<file path="src/rtl/uart_rx_word_if.sv">
// Receive-side bundle of uart_rx_word: serial line in, assembled word and status strobes out.
// master = the receiver, slave = the word consumer that also owns the serial line.
interface uart_rx_word_if;
  logic        rx_in;
  logic [31:0] data_out;
  logic        data_valid;
  logic        frame_err;
  logic        timeout_err;
  logic        rx_busy;

  modport master (
    input  rx_in,
    output data_out,
    output data_valid,
    output frame_err,
    output timeout_err,
    output rx_busy
  );

  modport slave (
    output rx_in,
    input  data_out,
    input  data_valid,
    input  frame_err,
    input  timeout_err,
    input  rx_busy
  );
endinterface

</file>
<file path="src/rtl/uart_rx_word.sv">
// UART 8N1 receiver packing four bytes (first byte = MSB) into one word; data_valid lands one cycle after the 4th mid-stop sample.
// No backpressure: a word not taken on its data_valid strobe is overwritten by the next one; partial words are dropped on error.
module uart_rx_word #(
  parameter int CLK_FREQ     = 50000000,
  parameter int BAUD_RATE    = 115200,
  parameter int TIMEOUT_BITS = 20
) (
  input  logic           clk,
  input  logic           rst,
  uart_rx_word_if.master bus
);
  localparam int CLKS_PER_BIT = CLK_FREQ / BAUD_RATE;
  localparam int TIMEOUT_CLKS = TIMEOUT_BITS * CLKS_PER_BIT;
  localparam int BW           = $clog2(CLKS_PER_BIT + 1);
  localparam int TW           = $clog2(TIMEOUT_CLKS + 1);

  localparam logic [BW-1:0] HALF_BIT     = BW'(CLKS_PER_BIT / 2);
  localparam logic [BW-1:0] FULL_BIT     = BW'(CLKS_PER_BIT);
  localparam logic [BW-1:0] BAUD_ONE     = BW'(1);
  localparam logic [TW-1:0] TIMEOUT_LAST = TW'(TIMEOUT_CLKS - 1);

  typedef enum logic [1:0] {IDLE, START, DATA, STOP} state_t;

  state_t        state_q, state_d;
  logic          sync1_q, rx_s;
  logic [BW-1:0] baud_q, baud_d;
  logic [2:0]    bit_q, bit_d;
  logic [1:0]    byte_q, byte_d;
  logic [TW-1:0] tmo_q, tmo_d;
  logic [7:0]    shreg_q, shreg_d;
  logic [23:0]   word_q, word_d;
  logic          brk_q, brk_d;
  logic [31:0]   data_q, data_d;
  logic          dv_q, dv_d;
  logic          fe_q, fe_d;
  logic          te_q, te_d;
  logic          baud_tick;

  always_ff @(posedge clk or negedge rst) begin
    if (!rst) begin
      sync1_q <= 1'b1;
      rx_s    <= 1'b1;
    end else begin
      sync1_q <= bus.rx_in;
      rx_s    <= sync1_q;
    end
  end

  assign baud_tick = (baud_q == BAUD_ONE);

  always_ff @(posedge clk or negedge rst) begin
    if (!rst) begin
      state_q <= IDLE;
      baud_q  <= '0;
      bit_q   <= '0;
      byte_q  <= '0;
      tmo_q   <= '0;
      shreg_q <= '0;
      word_q  <= '0;
      brk_q   <= 1'b0;
      data_q  <= '0;
      dv_q    <= 1'b0;
      fe_q    <= 1'b0;
      te_q    <= 1'b0;
    end else begin
      state_q <= state_d;
      baud_q  <= baud_d;
      bit_q   <= bit_d;
      byte_q  <= byte_d;
      tmo_q   <= tmo_d;
      shreg_q <= shreg_d;
      word_q  <= word_d;
      brk_q   <= brk_d;
      data_q  <= data_d;
      dv_q    <= dv_d;
      fe_q    <= fe_d;
      te_q    <= te_d;
    end
  end

  always_comb begin
    state_d = state_q;
    baud_d  = baud_q;
    bit_d   = bit_q;
    byte_d  = byte_q;
    tmo_d   = tmo_q;
    shreg_d = shreg_q;
    word_d  = word_q;
    brk_d   = brk_q;
    data_d  = data_q;
    dv_d    = 1'b0;
    fe_d    = 1'b0;
    te_d    = 1'b0;

    unique case (state_q)
      IDLE: begin
        if (rx_s) brk_d = 1'b0;
        // Expiry is checked before the start test so a coincident start edge becomes byte 0.
        if (byte_q != 2'd0) begin
          if (tmo_q == TIMEOUT_LAST) begin
            te_d   = 1'b1;
            byte_d = 2'd0;
            tmo_d  = '0;
          end else begin
            tmo_d = tmo_q + 1'b1;
          end
        end
        if (!rx_s) begin
          state_d = START;
          baud_d  = HALF_BIT;
        end
      end
      START: begin
        if (baud_tick) begin
          // A low sample while a break is still latched only re-arms, it never opens a frame.
          if (rx_s || brk_q) begin
            state_d = IDLE;
          end else begin
            state_d = DATA;
            baud_d  = FULL_BIT;
            bit_d   = 3'd0;
          end
        end else begin
          baud_d = baud_q - 1'b1;
        end
      end
      DATA: begin
        if (baud_tick) begin
          shreg_d = {rx_s, shreg_q[7:1]};
          baud_d  = FULL_BIT;
          bit_d   = bit_q + 1'b1;
          if (bit_q == 3'd7) state_d = STOP;
        end else begin
          baud_d = baud_q - 1'b1;
        end
      end
      STOP: begin
        if (baud_tick) begin
          state_d = IDLE;
          if (rx_s) begin
            tmo_d  = '0;
            byte_d = byte_q + 1'b1;
            word_d = {word_q[15:0], shreg_q};
            if (byte_q == 2'd3) begin
              data_d = {word_q, shreg_q};
              dv_d   = 1'b1;
            end
          end else begin
            fe_d   = 1'b1;
            byte_d = 2'd0;
            brk_d  = 1'b1;
          end
        end else begin
          baud_d = baud_q - 1'b1;
        end
      end
      default: state_d = IDLE;
    endcase
  end

  assign bus.data_out    = data_q;
  assign bus.data_valid  = dv_q;
  assign bus.frame_err   = fe_q;
  assign bus.timeout_err = te_q;
  assign bus.rx_busy     = (state_q != IDLE);
endmodule

</file>
<file path="src/flat_wrapper.sv">
// flat-port wrapper written by rule: the top's interface ports become plain ports
module uart_rx_word_flat 
#(
  parameter int CLK_FREQ     = 50000000,
  parameter int BAUD_RATE    = 115200,
  parameter int TIMEOUT_BITS = 20
)
  (clk, rst, bus_rx_in, bus_data_out, bus_data_valid, bus_frame_err, bus_timeout_err, bus_rx_busy);
  uart_rx_word_if bus_i ();
  input  logic clk;
  input  logic rst;
  input wire logic [$bits(bus_i.rx_in)-1:0] bus_rx_in;
  output wire logic [$bits(bus_i.data_out)-1:0] bus_data_out;
  output wire logic [$bits(bus_i.data_valid)-1:0] bus_data_valid;
  output wire logic [$bits(bus_i.frame_err)-1:0] bus_frame_err;
  output wire logic [$bits(bus_i.timeout_err)-1:0] bus_timeout_err;
  output wire logic [$bits(bus_i.rx_busy)-1:0] bus_rx_busy;
  assign bus_i.rx_in = bus_rx_in;
  assign bus_data_out = bus_i.data_out;
  assign bus_data_valid = bus_i.data_valid;
  assign bus_frame_err = bus_i.frame_err;
  assign bus_timeout_err = bus_i.timeout_err;
  assign bus_rx_busy = bus_i.rx_busy;
  uart_rx_word #(.CLK_FREQ(CLK_FREQ), .BAUD_RATE(BAUD_RATE), .TIMEOUT_BITS(TIMEOUT_BITS)) u_core (.clk(clk), .rst(rst), .bus(bus_i));
endmodule
</file>
<file path="config.mk">
export PLATFORM = sky130hd
export DESIGN_NAME = uart_rx_word_flat
export DESIGN_NICKNAME = d
export VERILOG_FILES = /design/src/rtl/uart_rx_word_if.sv /design/src/rtl/uart_rx_word.sv /design/src/flat_wrapper.sv
export SDC_FILE = /design/constraint.sdc
export NUM_CORES = 1
export LEC_CHECK = 0
export ABC_AREA = 1
export ABC_CLOCK_PERIOD_IN_PS = 1400
export CAP_MARGIN = 5
export CORE_UTILIZATION = 45
export CTS_CLUSTER_DIAMETER = 200
export DETAILED_ROUTE_END_ITERATION = 12
export GPL_ROUTABILITY_DRIVEN = 1
export PLACE_DENSITY = 0.71
export SETUP_SLACK_MARGIN = 0.2
export SYNTH_ARGS = -nofsm -noshare
export SYNTH_HDL_FRONTEND = slang
export SYNTH_SLANG_ARGS = --single-unit
</file>
<file path="constraint.sdc">
create_clock -name clk -period 1.4 [get_ports clk]
set_input_delay 0.28 -clock clk [delete_from_list [all_inputs] [get_ports clk]]
set_output_delay 0.28 -clock clk [all_outputs]
set_load 0.005 [all_outputs]
</file>
==> results by group <==
GRT
  – Grt total ovfl: 0
  – Initial antenna violation count: 0
  – Largest net degree at the start of global routing: 49
  – All-Layer GR Usage: 22.08%
  – Vias in the first global route: 4119
  – Global-route wire length before repair: 19.34 mm

Setup path
  – Crit path launch type: register
  – Crit path top cell by count: nand2_4
  – Worst Path Max Fanout: 12
  – R2r endpoint: u_core.bus.data_out[10]
  – Worst Reg2Reg Path Length in Cells: 10
  – WP data arrival: 1.97 ns
  – Crit Path Category: reg2reg
  – Crit-path slowest cell: dfrtp_1
  – CP max stage delay: 0.38 ns
  – Critical path, cell by cell: inv_2, ha_4, nand2_4, nor2_4, nand2_4, inv_6, nand3_4, clkbuf_16, nand2_1, o21ai_1
  – Req. time, crit path: 1.64 ns
  – Reg2Reg Launch Point: u_core.baud_q[1]
  – Worst R2R Setup Slack: -0.32 ns
  – Crit path capture type: register

Final layout
  – Share of layout cells above drive strength 1: 45.48%
  – Final Non-Filler Cells: 852
  – Register Area: 0.002507 mm2
  – FILL cells: 686
  – Multi-input logic area: 0.002506 mm2
  – Area Growth Syn to Fin: 50.17%
  – NumNets Final: 729
  – Diodes inserted: 0
  – Final core utilization: 71.07%

STA
  – Max Freq: 0.5811 GHz
  – Min cycle time layout: 1.721 ns
  – Relative slew margins: 73.01%
  – Final Max Slew Viols: 0
  – Setup-failing EPs final: 97
  – Worst Setup Slack, final: -0.3209 ns
  – Worst Tran Pin Value: 0.4017 ns
  – RSZ-0062 raised after global routing: yes
  – Final Hold Fails: 0
  – Final setup skew: 0.01951 ns
  – Fin crit share: 122.9%

Floorplanning
  – Die height: 104.3 um
  – Total die area: 0.01088 mm2
  – Rows: 36
  – I/O pin count: 39
  – Die width: 104.3 um
  – Initial core utilization: 47.32%
  – Core area: 0.009955 mm2

Logic synthesis
  – Synth Area in Adders: 3.187%
  – Main synth FF type: dfrtp_1
  – Async S/R FF share, synth: 100.0%
  – Simple-gate share of the synthesized area: 24.75%
  – Distinct cells, synth: 35
  – Synth Area in Compound Gates: 10.20%
  – Post-Synth XOR/XNOR Area: 1.116%
  – Synth top area share: 52.06%
  – Mux contribution to synthesized area: 0%
  – Largest family of logic cells by synthesized area: simple AND/OR/NAND/NOR gates
  – Top cells by count, synth: nand2_1 (168), dfrtp_1 (98), inv_1 (58), o21ai_0 (43), nor2_1 (42)
  – Synth Cell Area: 0.004711 mm2
  – Syn Nets: 575
  – Synth area leader: dfrtp_1
  – Top cells by area, synth: dfrtp_1 (52%), nand2_1 (13%), inv_1 (4.6%)
  – Fraction of the yosys area taken by sequential cells: 53.17%
  – Post-Syn Instances: 560
  – Most numerous cell in the Yosys netlist: nand2_1
  – Post-synth EDFFs: 0
  – FF+latch count, synth: 100
  – Syn avg cell area: 8.412 um2
  – Synth Warn #: 0

Drt
  – Avg WL per Cell: 16.58 um
  – DR vias/cell: 5.305
  – DR iter-0 viols: 253
  – Vias: 4520
  – Routed Antenna Nets: 0
  – Final wirelength: 14.13 mm
  – DR pass1 iterations: 5
  – DRC: 0

Clocking
  – Worst skew pair latency: 0.37 ns
  – CTS tree: built
  – Worst-path clk slew: 0.10 ns
  – CTS Sinks: 100
  – Max clock buf depth: 2
  – Cts bufs inserted: 9
  – Root Buffer: clkbuf_8
  – Max H-tree Level: 3

Status
  – Failing checks: negative setup slack
  – Status: complete, but fails checks

Pwr
  – VDD IR max: 0.6074 mV
  – Pwr dens: 738.2 mW/mm2
  – Cell leakage power: 0.003425 uW

Min path
  – Min-delay src: bus_rx_in
  – Hold WC Path Type: in2reg
  – Worst Hold End: u_core.sync1_q
  – Cell count of the worst hold path: 1

Placed design
  – HPWL after DPL: 7.357 mm
  – Post-Place Setup Slack: -0.2625 ns
  – Port Buffer Count: 38
  – Placed Cells: 773
  – RD Place Congestion: 0.9292

Job
  – Total of max-cap violations: 0
## what timing repair did
| item | 4_1_cts | 5_1_grt |
|---|---|---|
| setup endpoints to repair | 134 | 114 |
| setup buffers | 35 | 13 |
| gates resized for setup | 201 | 140 |
| pin swaps | 18 | 26 |
| hold buffers | 1 | 0 |
| gates cloned | 5 | 9 |
| endpoints found under the hold margin | 98 | 0 |
## cells in the final DEF (no fill, tap or decap), drive strengths merged, types with 2 or more instances in the layout
cell type  count
nor3           7
buf          149
o22ai          2
nand2        175
dfrtp         98
o21ai         79
a21oi          7
xor2           6
ha            12
dfstp          2
nor2          47
bufinv         3
nand4          9
inv           64
nand3         31
clkbuf        16
clkinv         4
## registers in the layout, summed over array words and instances (netlist names), named ones only
register	cells
u_core.bit_q	3
u_core.shreg_q	8
u_core.byte_q	2
u_core.brk_q	1
u_core.baud_q	9
u_core.bus.timeout_err	1
u_core.word_q	24
u_core.bus.frame_err	1
u_core.sync1_q	1
u_core.bus.data_valid	1
u_core.bus.data_out	32
u_core.state_q	1
u_core.tmo_q	14
u_core.rx_s	1
## how the worst max path moves through the flow
| stage | startpoint | to | slack [ns] | cells past startpoint |
|---|---|---|---|---|
| finish | u_core.baud_q[1] | u_core.bus.data_out[10] | -0.32 | 10 |
| global route | u_core.baud_q[1] | u_core.bus.data_out[10] | -0.38 | 10 |
| CTS | u_core.state_q[0] | u_core.word_q[4] | -0.16 | 9 |
| detailed placement | u_core.state_q[0] | u_core.state_q[0] | -0.26 | 7 |
| global placement | u_core.state_q[0] | u_core.baud_q[4] | -0.11 | 10 |
| floorplan | u_core.baud_q[1] | u_core.bus.data_out[18] | -0.05 | 11 |
## power breakdown
| group | internal (uW) | switching (uW) |
|---|---|---|
| combinational | 33.6 | 72.1 |
| clock | 1200 | 1020 |
| sequential | 2890 | 3.38 |
## logic make-up (layout without fill, tap and decap cells)
group	count (synthesis)	count (layout)
buf+inv	80	238
flops	100	100
xor+xnor	6	6
compound gates	91	91
simple gates	271	272
fa+ha+maj	12	12
## critical path, delay by kind of cell (launching register included)
kind                     cells  cell delay [ns]
AND/OR/NAND/NOR              5             0.53
buffers and inverters        3             0.43
flip-flops                   1             0.38
adder cells (fa/ha/maj)      1             0.14
AO/OA/AOI/OAI                1             0.10
## stage by stage
stage,area [um2],hold WS (ns),power [uW],setup TNS (ns)
after floorplan,4793,-0.01559,2959,-1.691
after global placement,5703,0.2909,3047,-4.871
after detailed placement,5703,0.2835,3050,-9.738
after CTS,6339,0.3268,5222,-10.73
after global routing,7074,0.3195,5373,-27.14
final,7074,0.3284,5222,-19.47
## final cells by class
type                    count  share of cell area, %
repair buffers            156                  19.40
clock inverters             5                  1.521
inverters                  65                  3.873
clock buffers              11                  1.857
well taps                 133                  2.352
flip-flops and latches    100                  35.44
repair inverters            1                 0.1238
multi-input cells         381                  35.43
## metal layers
| layer | global-route usage [%] | part of all wire [%] |
|---|---|---|
| met1 | 27.98 | 39 |
| met2 | 37.80 | 53 |
| met3 | 4.386 | 5.0 |
| met4 | 7.041 | 3.3 |
| met5 | 0 | 0 |
(Power assumes the default switching activity.)
